===== config.mk =====
export PLATFORM = sky130hd
export DESIGN_NAME = bf_ct_post
export DESIGN_NICKNAME = d
export VERILOG_FILES = /design/src/rtl/bf_ct_post.sv
export SDC_FILE = /design/constraint.sdc
export NUM_CORES = 1
export LEC_CHECK = 0
export ABC_AREA = 1
export BUFFER_PORTS_ARGS = -buffer_cell sky130_fd_sc_hd__buf_2
export CORE_MARGIN = 2
export CORE_UTILIZATION = 40
export DETAILED_ROUTE_END_ITERATION = 16
export PLACE_DENSITY = 0.58
export REMOVE_ABC_BUFFERS = 1
export SYNTH_ARGS = -nofsm -noshare
export SYNTH_HDL_FRONTEND = slang
export SYNTH_SLANG_ARGS = --single-unit

===== constraint.sdc =====
create_clock -name clk -period 5.9 [get_ports clk]
set_input_delay 1.18 -clock clk [delete_from_list [all_inputs] [get_ports clk]]
set_output_delay 1.18 -clock clk [all_outputs]
set_load 0.005 [all_outputs]

===== src/rtl/bf_ct_post.sv =====
// Post-reduction stage of the Kyber Cooley-Tukey butterfly: aligns a/tag with the reduced
// product r, forms x=(a+r) mod Q and y=(a-r) mod Q, and buffers results behind a credit gate.
module bf_ct_post #(
    parameter int RED_LAT = 1,
    parameter int DEPTH   = 4,
    parameter int TAG_W   = 4,
    parameter int Q       = 3329
) (
    input  logic             clk,
    input  logic             rst,
    input  logic             iss_valid,
    output logic             iss_ready,
    input  logic [11:0]      iss_a,
    input  logic [TAG_W-1:0] iss_tag,
    input  logic [11:0]      red_r,
    output logic             out_valid,
    input  logic             out_ready,
    output logic [11:0]      out_x,
    output logic [11:0]      out_y,
    output logic [TAG_W-1:0] out_tag
);
    localparam int PTR_W = (DEPTH > 1) ? $clog2(DEPTH) : 1;
    localparam int CNT_W = $clog2(DEPTH + 1);

    logic             r_dl_valid [RED_LAT];
    logic [11:0]      r_dl_a     [RED_LAT];
    logic [TAG_W-1:0] r_dl_tag   [RED_LAT];

    logic [11:0]      r_mem_x   [DEPTH];
    logic [11:0]      r_mem_y   [DEPTH];
    logic [TAG_W-1:0] r_mem_tag [DEPTH];

    logic [PTR_W-1:0] r_wr_ptr;
    logic [PTR_W-1:0] r_rd_ptr;
    logic [CNT_W-1:0] r_occ;
    logic [CNT_W-1:0] r_cnt;

    logic             w_iss_fire;
    logic             w_out_fire;
    logic             w_arr;
    logic [11:0]      w_arr_a;
    logic [11:0]      w_r;
    logic [12:0]      w_sum;
    logic [12:0]      w_dif;
    logic [11:0]      w_x;
    logic [11:0]      w_y;

    assign iss_ready  = (r_cnt < CNT_W'(DEPTH));
    assign out_valid  = (r_occ != '0);
    assign w_iss_fire = iss_valid && iss_ready;
    assign w_out_fire = out_valid && out_ready;

    // Stage 0 captures on issue; later stages simply shift.
    always_ff @(posedge clk or posedge rst) begin
        if (rst) begin
            for (int i = 0; i < RED_LAT; i++) begin
                r_dl_valid[i] <= 1'b0;
                r_dl_a[i]     <= '0;
                r_dl_tag[i]   <= '0;
            end
        end else begin
            r_dl_valid[0] <= w_iss_fire;
            if (w_iss_fire) begin
                r_dl_a[0]   <= iss_a;
                r_dl_tag[0] <= iss_tag;
            end
            for (int i = 1; i < RED_LAT; i++) begin
                r_dl_valid[i] <= r_dl_valid[i-1];
                r_dl_a[i]     <= r_dl_a[i-1];
                r_dl_tag[i]   <= r_dl_tag[i-1];
            end
        end
    end

    // red_r is only meaningful in the arrival cycle; mask it otherwise so X never leaks in.
    assign w_arr   = r_dl_valid[RED_LAT-1];
    assign w_arr_a = r_dl_a[RED_LAT-1];
    assign w_r     = w_arr ? red_r : 12'd0;
    assign w_sum   = {1'b0, w_arr_a} + {1'b0, w_r};
    assign w_dif   = {1'b0, w_arr_a} - {1'b0, w_r};
    assign w_x     = (w_sum >= 13'(Q)) ? 12'(w_sum - 13'(Q)) : w_sum[11:0];
    assign w_y     = w_dif[12] ? 12'(w_dif + 13'(Q)) : w_dif[11:0];

    always_ff @(posedge clk) begin
        if (w_arr) begin
            r_mem_x[r_wr_ptr]   <= w_x;
            r_mem_y[r_wr_ptr]   <= w_y;
            r_mem_tag[r_wr_ptr] <= r_dl_tag[RED_LAT-1];
        end
    end

    function automatic logic [PTR_W-1:0] ptr_inc(input logic [PTR_W-1:0] p);
        return (p == PTR_W'(DEPTH - 1)) ? '0 : p + 1'b1;
    endfunction

    // Credits cover delay-line entries too, so an arrival always finds a free FIFO slot.
    always_ff @(posedge clk or posedge rst) begin
        if (rst) begin
            r_wr_ptr <= '0;
            r_rd_ptr <= '0;
            r_occ    <= '0;
            r_cnt    <= '0;
        end else begin
            if (w_arr)
                r_wr_ptr <= ptr_inc(r_wr_ptr);
            if (w_out_fire)
                r_rd_ptr <= ptr_inc(r_rd_ptr);
            case ({w_arr, w_out_fire})
                2'b10:   r_occ <= r_occ + 1'b1;
                2'b01:   r_occ <= r_occ - 1'b1;
                default: r_occ <= r_occ;
            endcase
            case ({w_iss_fire, w_out_fire})
                2'b10:   r_cnt <= r_cnt + 1'b1;
                2'b01:   r_cnt <= r_cnt - 1'b1;
                default: r_cnt <= r_cnt;
            endcase
        end
    end

    assign out_x   = out_valid ? r_mem_x[r_rd_ptr]   : 12'd0;
    assign out_y   = out_valid ? r_mem_y[r_rd_ptr]   : 12'd0;
    assign out_tag = out_valid ? r_mem_tag[r_rd_ptr] : '0;

endmodule


### Word level (Yosys, flattened, before mapping)

Memory sizes are Yosys's and may differ from the RTL's.
Index checks and enable logic that the tools add are counted.

| word-level totals | value |
|---|---|
| bits in registers | 27 |
| bits in writable memories | 112 |
| bits of input ports | 32 |
| output and inout bits | 30 |
| word-level logic and storage cells | 45 |
| memories kept | 3 |

| cells by class | value |
|---|---|
| add/sub/neg operators | 10 |
| order comparisons | 2 |
| eq/ne operators | 6 |
| multiplexer cells | 12 |
| reductions and logical operators | 5 |

Memory list:

| name | depth | bits a word | read ports | clocked after Yosys merged registers in | write ports | RTL line | source |
|---|---|---|---|---|---|---|---|
| r_mem_x | 4 | 12 | 1 | 0 | 1 | 29 | `logic [11:0] r_mem_x [DEPTH];` |
| r_mem_y | 4 | 12 | 1 | 0 | 1 | 30 | `logic [11:0] r_mem_y [DEPTH];` |
| r_mem_tag | 4 | 4 | 1 | 0 | 1 | 31 | `logic [TAG_W-1:0] r_mem_tag [DEPTH];` |

Operator list:

| kind | number |
|---|---|
| 2-to-1 mux 12 bit | 5 |
| adder 12 x 12 -> 13 bit | 1 |
| greater-or-equal comparator 13 x 12 -> 1 bit (second input constant) | 1 |
| subtractor 12 x 12 -> 13 bit | 1 |
| adder 12 bit (second input constant) | 1 |
| one-hot mux 3 bit (2 select lines) | 2 |
| subtractor 12 bit (second input constant) | 1 |
| == test 2 bit (second input constant) | 4 |
| adder 3 x 1 -> 3 bit (second input constant) | 2 |
| subtractor 3 x 1 -> 3 bit (second input constant) | 2 |
| adder 2 x 1 -> 2 bit (second input constant) | 2 |
| == test 2 x 1 -> 1 bit (second input constant) | 2 |
| 2-to-1 mux 2 bit | 2 |
| 2-to-1 mux 4 bit | 1 |
| nonzero test 2 bit | 2 |
| < comparator 3 bit (second input constant) | 1 |
| nonzero test 3 bit | 1 |
| logical AND 1 bit | 2 |
| 2-to-1 mux 1 bit | 2 |

### Logic depth before layout (Yosys ltp)

Gate-level depths: netlist of the first run.

| logic depth | value |
|---|---|
| depth after elaboration | 4 |
| mapped depth | 21 |
| gate-level depth less buffers | 19 |

### Least setup slack after synthesis of the first run

OpenSTA, ideal clock, no wires.

| path | value |
|---|---|
| path kind | input -> register |
| start point | input port red_r[0] |
| end point | memory r_mem_x[0][5], data pin |
| setup time | 259 ps |
| arrival | 3081 ps |
| data required time | 5641 ps |
| path slack | 2561 ps |
| cell stages on the path | 16 |
| path buffers | 1 |
| cell sequence | nand2_1 -> inv_1 -> ha_1 -> fa_1 -> or2_1 -> nand2_2 -> nand3_4 -> nor2_8 -> nand3_4 -> nand2_2 -> nand2_2 -> nand2_4 -> nand2_4 -> buf_12 -> nand2_4 -> nand2_2 |

| on the way | value |
|---|---|
| cells in the longest elaborated chain, start to end | 4 |
| elaborated cells between the ends (all ways) | 5 |
| those cells by class | add/sub (2); order compare (1); mux (2) |

Ends and longest elaborated chain:

| element | RTL line | source |
|---|---|---|
| from (decl) | 15 | `input logic [11:0] red_r,` |
| 2-to-1 mux 12 bit * | 78 | `assign w_r = w_arr ? red_r : 12'd0;` |
| adder 12 x 12 -> 13 bit * | 79 | `assign w_sum = {1'b0, w_arr_a} + {1'b0, w_r};` |
| subtractor 12 bit or greater-or-equal comparator 13 x 12 -> 1 bit (tied branches) | 81 | `assign w_x = (w_sum >= 13'(Q)) ? 12'(w_sum - 13'(Q)) : w_sum[11:0];` |
| 2-to-1 mux 12 bit * | 81 |  |
| named net w_x[5] | 45 | `logic [11:0] w_x;` |
| to (decl) | 29 |  |

The timed path passes the listed nets; every way through them passes the cells marked *.

### Worst setup path after layout of the first run

| path | value |
|---|---|
| start point | register r_rd_ptr[0] |
| end point | output port out_x[11] |

| on the way | value |
|---|---|
| cells in the longest elaborated chain, start to end | 2 |

Ends and longest elaborated chain:

| element | RTL line | source |
|---|---|---|
| from (decl) | 34 | `logic [PTR_W-1:0] r_rd_ptr;` |
| from (signal assigned) | 107 | `r_rd_ptr <= ptr_inc(r_rd_ptr);` |
| memory read (4 x 12 bit) | - |  |
| 2-to-1 mux 12 bit | 121 | `assign out_x = out_valid ? r_mem_x[r_rd_ptr] : 12'd0;` |
| to (decl) | 18 | `output logic [11:0] out_x,` |

No other way between the ends.

==> flow_summary.json, run 1 <==
{
  "grt_usage_pct": 18.03,
  "finalMaxSlewViolations": 0,
  "finish.net_count": 987,
  "die-area_um2": 20740,
  "ys_types": 39,
  "root_buffer": "clkbuf_16",
  "slew_headroom_pct": 30.61,
  "holdWs_ns": 0.4862,
  "hold_class": "flop to flop",
  "grt_pass1_wl_um": 28290,
  "antenna_left": 0,
  "syn_avg_cell_area_um2": 9.139,
  "status": "finished clean",
  "htree_levels": 4,
  "start_kind": "flop",
  "cpPeakStageDelay_ns": 0.96,
  "yosys-top-cells-area": "edfxtp_1, dfrtp_1, nand2_1",
  "die_h_um": 144.0,
  "peakVddDrop_uv": 275.3,
  "grt_setup_unrepaired": "no",
  "p_per_area_nw_per_um2": 657.1,
  "dp.cells": 1161,
  "critPathKind": "flop to output pin",
  "mappedNetlistArea_um2": 7841,
  "synth.largest_area_cell": "edfxtp_1",
  "cpMostUsedCell": "buf_4",
  "clkSlewWorstSetupHoldPaths_ns": 0.06,
  "async_flop_share_pct": 19.42,
  "cts_setup_buffers": 0,
  "yosys_warnings": 0,
  "first_pass_iters": 5,
  "fp.dieW_um": 144.0,
  "syn_to_final_growth_pct": 14.41,
  "cts_hold_buffers": 0,
  "drtIter0Drc": 316,
  "synth_top_cell_area_share_pct": 42.89,
  "period_minus_slack_ns": 3.968,
  "ys_ff_latch": 139,
  "gp_congestion": 0.8641,
  "routed_via_density": 4.834,
  "drive_gt1_share_pct": 18.21,
  "synth-main-ff-cell": "edfxtp_1",
  "placementRows": 51,
  "cts_tree": "built",
  "final_hold_viol_count": 0,
  "crit_arrival_ns": 2.79,
  "routed_wl_um": 17300,
  "skew_ns": 0.01061,
  "multi_input_area_um2": 3341,
  "cts.sinks": 139,
  "grt_max_degree": 58,
  "io_buffers": 61,
  "grt_pass1_vias": 5546,
  "overflow": 0,
  "synth_cells": 858,
  "num_antenna_cells": 0,
  "synth_edf_count": 112,
  "coreArea_um2": 19330,
  "critPathTopFamily": "buffers and inverters",
  "setup_viol": 0,
  "p_leak_nw": 3.959,
  "cts_buffer_depth": 2,
  "required_ns": 4.72,
  "ios": 62,
  "yosysSeqAreaShare_pct": 51.51,
  "crit_buf_inv": 4,
  "stdcell_count": 1193,
  "placed_cell_area_um2": 8396,
  "seq_area_um2": 4039,
  "cp_cell_sequence": "buf_4 > inv_1 > buf_4 > o21ai_0 > a21oi_1 > buf_2",
  "critPathMaxFanout": 57,
  "r2r_slack_ns": 2.49,
  "crit_path_end_kind": "output pin",
  "clock_latency_ns": 0.42,
  "final_area_um2": 8971,
  "drv_cap": 0,
  "nFillCells": 1859,
  "worst_pin_slew_ns": 1.040,
  "place_hpwl_um": 11630,
  "vias": 5767,
  "drc": 0,
  "postCtsResizedCells": 0,
  "wl_per_cell_um": 14.50,
  "antenna_found_initial": 0,
  "max_freq_mhz": 252.0,
  "fin_util_pct": 46.40,
  "cpMaxStageDelayCell": "dfrtp_1",
  "finalCritPeriodShare_pct": 67.26,
  "tns_ns": 0,
  "numCtsBuffers": 17,
  "start_util_pct": 40.56
}
## routing by layer
metal	global-route usage (%)	vias to the layer above	routed length (µm)
li1	-	2935	-
met1	24.04	2711	8249
met2	30.13	101	8165
met3	2.881	20	651
met4	5.986	0	234
met5	0	-	0
## path summary, 6_finish.rpt
| check | start | end | cells past startpoint |
|---|---|---|---|
| max | r_rd_ptr[0] | out_x[11] | 6 |
| min | r_cnt[0] | r_cnt[0] | 1 |
| max reg2reg | r_dl_valid | r_mem_x[0][0] | 15 |
| min reg2reg | r_cnt[0] | r_cnt[0] | 1 |
| max in group asynchronous | rst | r_wr_ptr[0] | 2 |
| min in group asynchronous | rst | r_cnt[0] | 2 |
## layout by cell type (no fill, tap or decap), types with 9 or more instances in the layout
| master | count |
|---|---|
| nand2_1 | 156 |
| nor2_1 | 142 |
| edfxtp_1 | 112 |
| o21ai_0 | 72 |
| inv_1 | 71 |
| buf_2 | 61 |
| nand3_1 | 47 |
| a21oi_1 | 38 |
| ha_1 | 36 |
| dfrtp_1 | 27 |
| nand2_2 | 26 |
| clkbuf_16 | 17 |
| nand2_4 | 16 |
| xor2_1 | 14 |
| xnor2_1 | 12 |
| inv_2 | 9 |
| buf_4 | 9 |
## through the flow
stage | setup slack [ns] | total power [W]
final | 1.932 | 0.005895
after CTS | 1.896 | 0.005950
after detailed placement | 2.048 | 0.004903
after global placement | 2.128 | 0.004875
after global routing | 1.708 | 0.006405
after floorplan | 2.378 | 0.003978
## state kept, by name, indices dropped and copies added (netlist names)
signal and count:
r_cnt 3, r_dl_a 12, r_dl_tag 4, r_dl_valid 1, r_mem_tag 16, r_mem_x 48
r_mem_y 48, r_occ 3, r_rd_ptr 2, r_wr_ptr 2
## where the power goes
group / switching [W] / internal (W) / leakage (nW) / total (W)
logic: 0.00206 / 0.000983 / 2.34 / 0.00304
registers: 0.000148 / 0.00168 / 1.35 / 0.00182
clock network: 0.000409 / 0.000622 / 0.265 / 0.00103
total: 0.00261 / 0.00328 / 3.96 / 0.00590
## kinds of logic (layout without fill, tap and decap cells)
logic type      count (synthesis)  count (layout)  synth area share (%)
compound gates                123             123                 8.265
buf+inv                       115             185                 5.952
xor+xnor                       26              26                 2.904
simple gates                  415             415                 24.61
flops                         139             139                 51.51
fa+ha+maj                      40              40                 6.766
## cell type report
cell class                      count  share of cell area (%)
Tap cell                          265                   3.696
Multi-Input combinational cell    604                   37.24
Sequential cell                   139                   45.02
Timing Repair Buffer               70                   4.156
Clock buffer                       18                   4.784
Clock inverter                     14                   1.632
Inverter                           83                   3.473
## cell usage after synthesis, types with 2 or more instances
library cell  instances
a21oi_1              38
a21oi_2               2
a31oi_1               4
buf_1                 6
buf_2                 2
buf_4                 2
clkbuf_1             19
dfrtp_1              27
edfxtp_1            112
fa_1                  4
ha_1                 36
inv_1                73
inv_2                 9
nand2_1             156
nand2_2              26
nand2_4              16
nand3_1              47
nand3_2               2
nand3_4               2
nand4_1               7
nor2_1              142
nor2_2                4
nor2_4                3
nor3_1                5
o21ai_0              72
o21bai_1              5
xnor2_1              12
xor2_1               14
## worst reg2reg max path, cell delays in order (launching register included)
cell	delay, ns
dfrtp_1	0.75
nand2_1	0.16
ha_1	0.55
inv_1	0.14
a21oi_1	0.24
nand2_1	0.11
nand2_1	0.08
nand2_2	0.12
nor2_8	0.15
nand3_4	0.09
nand2_2	0.08
nand2_2	0.07
nand2_4	0.15
nand2_4	0.22
nand2_1	0.13
nand2_1	0.12
Note: power is estimated with default switching activity, not from simulation.
==> inputs of run 2 (changes only) <==
--- a/config.mk
+++ b/config.mk
@@ -5,12 +5,12 @@
 export SDC_FILE = /design/constraint.sdc
 export NUM_CORES = 1
 export LEC_CHECK = 0
-export ABC_AREA = 1
+export ABC_AREA = 0
 export BUFFER_PORTS_ARGS = -buffer_cell sky130_fd_sc_hd__buf_2
 export CORE_MARGIN = 2
 export CORE_UTILIZATION = 40
 export DETAILED_ROUTE_END_ITERATION = 16
-export PLACE_DENSITY = 0.58
+export PLACE_DENSITY = 0.6
 export REMOVE_ABC_BUFFERS = 1
 export SYNTH_ARGS = -nofsm -noshare
 export SYNTH_HDL_FRONTEND = slang
==> constraint.sdc (replaced) <==
create_clock -name clk -period 3.2 [get_ports clk]
set_input_delay 0.64 -clock clk [delete_from_list [all_inputs] [get_ports clk]]
set_output_delay 0.64 -clock clk [all_outputs]
set_load 0.005 [all_outputs]
==> run 2 against run 1 <==
Effect of this change: the run now ends with design-rule violations left; sequential share of layout area down 1.9 points; routed wire length fell by 7.8%; critical path depth rose by 6; synthesized cell count fell by 37%; via count down 18%; first-iteration DRC count decreased by 32%; worst hold slack got worse by 0.13 ns; global-route usage down 1.0 points; combinational power grew 130%; non-clock buffer count increased by 72; flip-flop and latch count stayed put; clock skew increased by 0.0010 ns; critical endpoint is now r_mem_x[2][1].
==> flow_summary.json, run 2 <==
{
  "skew_ns": 0.01164,
  "vias": 4748,
  "wl_per_cell_um": 17.33,
  "peakVddDrop_uv": 487.8,
  "p_per_area_nw_per_um2": 1305,
  "drive_gt1_share_pct": 40.75,
  "placementRows": 49,
  "start_util_pct": 40.95,
  "synth-main-ff-cell": "edfxtp_1",
  "synth.largest_area_cell": "edfxtp_1",
  "p_leak_nw": 3.755,
  "holdWs_ns": 0.3578,
  "drv_cap": 0,
  "antenna_left": 0,
  "critPathTopFamily": "simple AND/OR/NAND/NOR gates",
  "io_buffers": 61,
  "crit_buf_inv": 1,
  "routed_via_density": 5.155,
  "dp.cells": 888,
  "layout_common_cells": "edfxtp_1, buf_4, buf_2",
  "pwr-share-clk_pct": 15.6,
  "worst_pin_slew_ns": 0.7797,
  "ios": 62,
  "stdcell_count": 921,
  "drc": 2,
  "ys_types": 68,
  "hold_class": "input pin to asynchronous set/reset pin",
  "coreArea_um2": 18090,
  "htree_levels": 4,
  "netlist_top_cells_count": "edfxtp_1, inv_1, ha_1",
  "yosysMostFrequentCell": "edfxtp_1",
  "cts_hold_buffers": 0,
  "cts_buffer_depth": 2,
  "max_freq_mhz": 323.0,
  "die-area_um2": 19620,
  "fp.dieW_um": 140.1,
  "grt_max_degree": 31,
  "grt_pass1_vias": 4977,
  "start_kind": "flop",
  "finalMaxSlewViolations": 0,
  "routed_wl_um": 15960,
  "yosysSeqAreaShare_pct": 54.54,
  "final_hold_viol_count": 0,
  "violations": "design-rule violations",
  "pwr-share-seq_pct": 28.3,
  "gp_congestion": 0.9097,
  "cpPeakStageDelay_ns": 0.44,
  "antenna_found_initial": 0,
  "finish.net_count": 751,
  "root_buffer": "clkbuf_16",
  "clock_latency_ns": 0.42,
  "slew_headroom_pct": 47.96,
  "final_common_cell": "edfxtp_1",
  "cts.sinks": 139,
  "yosys-top-cells-area": "edfxtp_1, dfrtp_1, mux4_2",
  "critPathKind": "flop to flop",
  "async_flop_share_pct": 19.42,
  "sw_frac_of_total_pct": 37.29,
  "crit_cells": 12,
  "first_pass_iters": 13,
  "grt_pass1_wl_um": 25850,
  "overflow": 0,
  "grt_usage_pct": 17.02,
  "critPathMaxFanout": 8,
  "place_hpwl_um": 11240,
  "required_ns": 3.36,
  "grt_setup_unrepaired": "yes",
  "rr_worst_depth": 12,
  "syn_avg_cell_area_um2": 13.74,
  "p_int_w": 0.007665,
  "yosys_warnings": 0,
  "cpMaxStageDelayCell": "dfrtp_2",
  "crit_arrival_ns": 3.26,
  "die_h_um": 140.1,
  "num_antenna_cells": 0,
  "cp_cell_sequence": "buf_12 > and2_4 > ha_4 > fa_2 > nor2b_4 > o22a_1 > xnor2_2 > nor3_4 > nand4_2 > o221a_4 > nor2_4 > mux2_4",
  "cts_tree": "built",
  "top_regs": "r_mem_x: 48 flops, r_mem_y: 48 flops, r_mem_tag: 16 flops",
  "synth_cells": 539,
  "period_minus_slack_ns": 3.096,
  "syn_to_final_growth_pct": 26.46,
  "numCtsBuffers": 17,
  "drtIter0Drc": 214,
  "setup_viol": 0,
  "crit_path_end_kind": "flop",
  "ys_ff_latch": 139,
  "tns_ns": 0,
  "finalCritPeriodShare_pct": 96.75,
  "clkSlewWorstSetupHoldPaths_ns": 0.06,
  "switchingPower_w": 0.004557,
  "mappedNetlistArea_um2": 7406,
  "synth_edf_count": 112,
  "status": "complete, but fails checks",
  "comb_power_share_pct": 56.1,
  "synth_top_cell_area_share_pct": 45.41
}
## run 2: worst paths after layout
check	from	to	slack (ns)
max	r_dl_valid	r_mem_x[2][1]	0.10
min	rst	r_cnt[1]	0.36
max reg2reg	r_dl_valid	r_mem_x[2][1]	0.10
min reg2reg	r_occ[2]	r_occ[2]	0.47
max in group asynchronous	rst	r_dl_a[1]	2.18
min in group clk	iss_a[2]	r_dl_a[2]	0.44
## run 2: layer usage
metal  vias to the layer above  global-route usage [%]  share of wire, %
met5                         -                       0                 0
met1                      2405                   21.92                45
met4                         0                   4.359              0.88
li1                       2266                       -                 -
met2                        68                   29.48                51
met3                         9                   3.658               2.7
## run 2: logic make-up after synthesis
| family | count (synthesis) | share of synthesized area [%] |
|---|---|---|
| AOI/OAI and AO/OA | 78 | 7.940 |
| xor gates and xnor gates | 43 | 5.085 |
| and+or+nand+nor | 130 | 10.24 |
| adders and majority gates | 40 | 7.163 |
| DFF | 139 | 54.54 |
| muxes | 49 | 11.72 |
| buffers and inverters | 60 | 3.311 |
## run 2: power groups by stage
stage / Combinational, W / Clock (W) / Sequential (W)
floorplan: 0.00371 / 0 / 0.00352
global placement: 0.00619 / 0 / 0.00344
detailed placement: 0.00641 / 0 / 0.00348
CTS: 0.00656 / 0.00195 / 0.00345
global route: 0.00751 / 0.00203 / 0.00352
finish: 0.00686 / 0.00191 / 0.00345
## run 2: metrics by stage
step	setup WS, ns	cell area (µm²)	total power [W]	util, %
finish	0.1040	9365	0.01222	51.78
CTS	0.006855	9170	0.01196	50.70
global route	-0.03566	9365	0.01306	51.78
global placement	-0.2254	8528	0.009633	47.15
floorplan	-0.1999	7307	0.007226	-
detailed placement	-0.3509	8528	0.009895	47.15
## run 2: what timing repair did
action                                  in CTS  in global routing
endpoints found under the setup margin      40                 88
gates cloned                                 0                  1
gates resized for setup                     12                 35
setup buffers                                0                  0
pin swaps                                    2                 18
## run 2: layout make-up
cell class | count | area, µm²
clock buffer | 17 | 425.4
multi-input combinational | 340 | 3358
fill | 1533 | 8721
timing repair buffer | 142 | 955.9
clock inverter | 15 | 151.4
tap | 229 | 286.5
sequential | 139 | 4041
inverter | 39 | 146.4
